===== config.mk =====
export PLATFORM = sky130hd
export DESIGN_NAME = cla_serial_wide_adder
export DESIGN_NICKNAME = d
export VERILOG_FILES = /design/src/rtl/cla_pkg.sv /design/src/rtl/cla5_slice.sv /design/src/rtl/cla_serial_wide_adder.sv
export SDC_FILE = /design/constraint.sdc
export NUM_CORES = 1
export LEC_CHECK = 0
export ABC_AREA = 1
export ABC_CLOCK_PERIOD_IN_PS = 2800
export CORE_UTILIZATION = 40
export CTS_CLUSTER_SIZE = 25
export DETAILED_ROUTE_END_ITERATION = 16
export DONT_BUFFER_PORTS = 1
export PLACE_DENSITY = 0.51
export REMOVE_ABC_BUFFERS = 1
export SYNTH_ARGS = -nofsm -noshare
export SYNTH_HDL_FRONTEND = slang
export SYNTH_SLANG_ARGS = --single-unit

===== constraint.sdc =====
create_clock -name clk -period 2.8 [get_ports clk]
set_input_delay 0.28 -clock clk [delete_from_list [all_inputs] [get_ports clk]]
set_output_delay 0.28 -clock clk [all_outputs]
set_load 0.005 [all_outputs]

===== src/rtl/cla_pkg.sv =====
// Shared constants and FSM state type for the word-serial CLA adder.
package cla_pkg;

  localparam int unsigned SLICE_W = 5;

  typedef enum logic [1:0] {
    IDLE = 2'd0,
    RUN  = 2'd1,
    DONE = 2'd2
  } state_e;

endpackage


===== src/rtl/cla5_slice.sv =====
// Combinational 5-bit carry-lookahead slice; exposes the carry into bit 4 for overflow detection.
module cla5_slice
  import cla_pkg::*;
(
  input  logic [SLICE_W-1:0] a,
  input  logic [SLICE_W-1:0] b,
  input  logic               cin,
  output logic [SLICE_W-1:0] sum,
  output logic               c4,
  output logic               cout
);

  logic [SLICE_W-1:0] g;
  logic [SLICE_W-1:0] p;
  logic [SLICE_W:0]   c;

  // Every carry is a flat sum of generate/propagate products.
  always_comb begin
    g    = a & b;
    p    = a ^ b;
    c[0] = cin;
    c[1] = g[0] | (p[0] & cin);
    c[2] = g[1] | (p[1] & g[0]) | (p[1] & p[0] & cin);
    c[3] = g[2] | (p[2] & g[1]) | (p[2] & p[1] & g[0]) | (p[2] & p[1] & p[0] & cin);
    c[4] = g[3] | (p[3] & g[2]) | (p[3] & p[2] & g[1]) | (p[3] & p[2] & p[1] & g[0])
         | (p[3] & p[2] & p[1] & p[0] & cin);
    c[5] = g[4] | (p[4] & g[3]) | (p[4] & p[3] & g[2]) | (p[4] & p[3] & p[2] & g[1])
         | (p[4] & p[3] & p[2] & p[1] & g[0]) | (p[4] & p[3] & p[2] & p[1] & p[0] & cin);
    sum  = p ^ c[SLICE_W-1:0];
    c4   = c[4];
    cout = c[5];
  end

endmodule


===== src/rtl/cla_serial_wide_adder.sv =====
// Word-serial wide adder: one 5-bit CLA slice per cycle, LSB slice first, valid/ready on both sides.
// Optional subtract mode (in_sub port) is enabled by defining CLA_SER_SUB_EN.
module cla_serial_wide_adder
  import cla_pkg::*;
#(
  parameter int unsigned WORDS = 4
) (
  input  logic                     clk,
  input  logic                     rst_n,
  input  logic                     in_valid,
  output logic                     in_ready,
  input  logic [SLICE_W*WORDS-1:0] in_a,
  input  logic [SLICE_W*WORDS-1:0] in_b,
  input  logic                     in_cin,
`ifdef CLA_SER_SUB_EN
  input  logic                     in_sub,
`endif
  output logic                     out_valid,
  input  logic                     out_ready,
  output logic [SLICE_W*WORDS-1:0] out_sum,
  output logic                     out_cout,
  output logic                     out_ovf
);

  localparam int unsigned W     = SLICE_W * WORDS;
  localparam int unsigned IDX_W = (WORDS > 1) ? $clog2(WORDS) : 1;

  state_e             state_q, state_d;
  logic [W-1:0]       a_q, a_d;
  logic [W-1:0]       b_q, b_d;
  logic               carry_q, carry_d;
  logic [IDX_W-1:0]   idx_q, idx_d;
  logic [W-1:0]       sum_q, sum_d;
  logic               cout_q, cout_d;
  logic               ovf_q, ovf_d;
  logic               valid_q, valid_d;
  logic               ready_q, ready_d;

  logic [SLICE_W-1:0] a_s, b_s, s_sum;
  logic               s_c4, s_cout;
  logic               sub_sel;

`ifdef CLA_SER_SUB_EN
  assign sub_sel = in_sub;
`else
  assign sub_sel = 1'b0;
`endif

  cla5_slice u_slice (
    .a    (a_s),
    .b    (b_s),
    .cin  (carry_q),
    .sum  (s_sum),
    .c4   (s_c4),
    .cout (s_cout)
  );

  always_ff @(posedge clk or negedge rst_n) begin
    if (!rst_n) begin
      state_q <= IDLE;
      a_q     <= '0;
      b_q     <= '0;
      carry_q <= 1'b0;
      idx_q   <= '0;
      sum_q   <= '0;
      cout_q  <= 1'b0;
      ovf_q   <= 1'b0;
      valid_q <= 1'b0;
      ready_q <= 1'b1;
    end else begin
      state_q <= state_d;
      a_q     <= a_d;
      b_q     <= b_d;
      carry_q <= carry_d;
      idx_q   <= idx_d;
      sum_q   <= sum_d;
      cout_q  <= cout_d;
      ovf_q   <= ovf_d;
      valid_q <= valid_d;
      ready_q <= ready_d;
    end
  end

  always_comb begin
    state_d = state_q;
    a_d     = a_q;
    b_d     = b_q;
    carry_d = carry_q;
    idx_d   = idx_q;
    sum_d   = sum_q;
    cout_d  = cout_q;
    ovf_d   = ovf_q;
    valid_d = valid_q;
    ready_d = ready_q;
    a_s     = '0;
    b_s     = '0;

    // Steer the current slice of the latched operands into the single CLA instance.
    for (int unsigned i = 0; i < WORDS; i++) begin
      if (idx_q == IDX_W'(i)) begin
        a_s = a_q[i*SLICE_W +: SLICE_W];
        b_s = b_q[i*SLICE_W +: SLICE_W];
      end
    end

    unique case (state_q)
      IDLE: begin
        if (in_valid) begin
          a_d     = in_a;
          b_d     = sub_sel ? ~in_b : in_b;
          carry_d = sub_sel ? 1'b1 : in_cin;
          idx_d   = '0;
          ready_d = 1'b0;
          state_d = RUN;
        end
      end
      RUN: begin
        for (int unsigned i = 0; i < WORDS; i++) begin
          if (idx_q == IDX_W'(i)) begin
            sum_d[i*SLICE_W +: SLICE_W] = s_sum;
          end
        end
        carry_d = s_cout;
        idx_d   = idx_q + IDX_W'(1);
        if (idx_q == IDX_W'(WORDS - 1)) begin
          cout_d  = s_cout;
          ovf_d   = s_c4 ^ s_cout;
          idx_d   = '0;
          valid_d = 1'b1;
          state_d = DONE;
        end
      end
      DONE: begin
        if (out_ready) begin
          valid_d = 1'b0;
          ready_d = 1'b1;
          state_d = IDLE;
        end
      end
      default: begin
        valid_d = 1'b0;
        ready_d = 1'b1;
        state_d = IDLE;
      end
    endcase
  end

  assign in_ready  = ready_q;
  assign out_valid = valid_q;
  assign out_sum   = sum_q;
  assign out_cout  = cout_q;
  assign out_ovf   = ovf_q;

endmodule


==> out/qor.yml <==
detailed_routing:
  wirelength_mm: 7.13
  detail_route.wl_per_cell_um: 13.9
  first_iter_violations: 93
  drt_first_pass_iters: 4
  post-route-drc-count: 0
  vias_per_cell: 4.77
  drtAntennaViolNets: 0
  vias: 2448
clock_network:
  clock-root-buffer: "clkbuf_8"
  cts_made_buffers: 9
  clk_path_buf_depth: 2
  cts_tree: "built"
  clkSlewWorstSetupHoldPaths_ns: 0.07
  post_cts_buffers: 0
  htreeDepth: 3
  clk-insertion-delay-late_ns: 0.34
  clock_sinks: 69
layout:
  drive_above_1_share_pct: 12.7
  nets: 461
  fillers: 794
  fin_area_um2: 3720
  stdcell_count: 513
  diodes: 0
  syn2layout_area_growth_pct: 13.4
worst_hold_path:
  hold_path_class: "input port to register"
sta:
  fin_tns_setup_ns: 0
  post-route-period-util_pct: 89.8
  min_period_ns: 2.51
  setup_violations: 0
  clock.fmax_mhz: 398
  rsz0062_at_grt: "no"
  fin_skew_ns: 0.0100
  hold_violations: 0
  maxSlewViolCount: 0
  timing.hold.ws_ns: 0.0566
  slew_headroom_pct: 54.1
  worstMarginPinSlew_ns: 0.687
pwr:
  finalPower_mw: 5.47
  power.leakage_nw: 1.94
  vdd_drop_max_mv: 0.608
  p_per_area_nw_per_um2: 1470
die:
  ios: 69
  die_w_um: 92.5
  die_h_um: 92.5
  initial_core_util_pct: 42.0
  dieArea_um2: 8560
  coreArea_um2: 7810
  fp-row-count: 32
global_route:
  grt_pass1_wl_mm: 12.1
  grt.total_usage_pct: 18.3
  antenna_found_initial: 0
  grt_pass1_vias: 2528
  grt_overflow: 0
  grt_max_degree: 70
synth:
  synth_cells: 397
  synth_ff_type: "dfrtp_1"
  synth-seq-area-share_pct: 52.7
  yosysUniqueCellTypes: 32
  postSynthAreaPerCell_um2: 8.26
  synth_edf_count: 0
  synth_commonest_cells: "nand2_1, dfrtp_1, inv_1"
  yosys-top-cells-area: "dfrtp_1, nand2_1, ha_1"
  synth_top_area_cell: "dfrtp_1"
  synth.top_cell.area_share_pct: 51.9
  syn-cell-area_um2: 3280
  ys_ff_latch: 69
  synth_most_common_cell: "nand2_1"
  synth_async_sr_flop_share_pct: 100
  synth_warnings: 0
worst_setup_path:
  critPathLaunchType: "register"
  critical_path_buf_inv_count: 3
  crit_path_max_incr_delay_ns: 0.41
  worstPathArrival_ns: 2.76
  crit_family: "compound AO/OA/AOI/OAI gates"
  path_class: "register to register"
  critPathCaptureType: "register"
  crit_path_max_fanout: 11
  path_cells: "inv_1 > ha_1 > buf_4 > a22o_1 > nand2_1 > a21oi_2 > ha_1 > nand3_1 > nand3_2 > xnor2_1 > buf_4 > o21ai_0"
  cp.required_ns: 3.05
  cpMaxStageDelayCell: "dfrtp_1"
outcome:
  outcome: "completed"
placement:
  placedCellCount: 495
  gp_routability_congestion: 0.839
  dp_hpwl_mm: 5.05
  io_buffers: 0
  placed_area_um2: 3410
run:
  maxCapViolCount: 0
-- placed cells by master, fill, tap and decap left out, drive strengths merged --
cell           n
nand2        203
o21a           1
clkinvlp       2
dfstp          1
a22o           6
a22oi          4
dlygate4sd3    1
nor3           1
dfrtp         68
buf           10
nand4          1
a21boi         1
nor2          17
o21ai         12
xor2           1
a21oi         13
clkinv         3
fa             1
o211ai         5
xnor2          1
bufinv         2
ha             9
nand3         16
inv           22
clkbuf        10
-- layout make-up --
type,count,area (um2),area share [%]
flip-flops and latches,69,1730,46.5
multi-input cells,292,1440,38.8
clock inverters,6,86.3,2.32
well taps,102,128,3.43
repair buffers,11,105,2.83
inverters,23,92.6,2.49
clock buffers,10,138,3.70
-- sequential cells by signal, summed over array words and instances, names as in the netlist --
register	flops
carry_q	1
a_q	20
state_q	2
out_sum	20
idx_q	2
in_ready	1
out_ovf	1
out_cout	1
out_valid	1
b_q	20
-- metrics by stage --
stage,setup WS [ns],util [%]
6_report,0.286,47.6
5_1_grt,0.0332,47.6
4_1_cts,0.0663,47.0
3_5_place_dp,0.0742,43.6
3_3_place_gp,0.145,43.6
2_1_floorplan,0.366,-
-- repair_timing --
| action | 4_1_cts | 5_1_grt |
|---|---|---|
| endpoints found under the setup margin | 0 | 14 |
| hold buffers | 2 | 0 |
| hold endpoints to repair | 69 | 0 |
| gates resized for setup | 0 | 11 |
-- where the power goes --
group	switching, mW	total [mW]	internal, mW	leakage (nW)
registers	0.324	1.80	1.48	0.859
logic	1.74	2.78	1.04	0.973
clock network	0.370	0.894	0.524	0.112
-- routing by layer --
layer  vias to the layer above  global-route usage, %  wire length (um)
met5                         -                      0                 0
met4                         0                   5.60                81
met3                         7                   4.84               366
li1                       1275                      -                 -
met2                        60                   30.1              3320
met1                      1106                   23.7              3360
-- path summary, 6_finish.rpt --
check / start / to / slack [ns] / cells after the start
max: idx_q[1] / out_sum[2] / 0.29 / 12
min: in_b[14] / b_q[14] / 0.06 / 2
max reg2reg: idx_q[1] / out_sum[2] / 0.29 / 12
min reg2reg: a_q[4] / a_q[4] / 0.48 / 2
max in group asynchronous: rst_n / a_q[6] / 2.01 / 2
min in group asynchronous: rst_n / out_sum[17] / 0.48 / 2
-- cell families (layout without fill, tap and decap cells) --
group	count (synthesis)	in the layout	share of synthesized area, %
adder cells (fa/ha/maj)	10	10	4.05
flip-flops	69	69	52.7
XOR/XNOR	2	2	0.534
AO/OA/AOI/OAI	42	42	8.21
buffers and inverters	36	50	4.77
AND/OR/NAND/NOR	238	238	29.7
No activity file was read; power rests on OpenSTA's default activity.
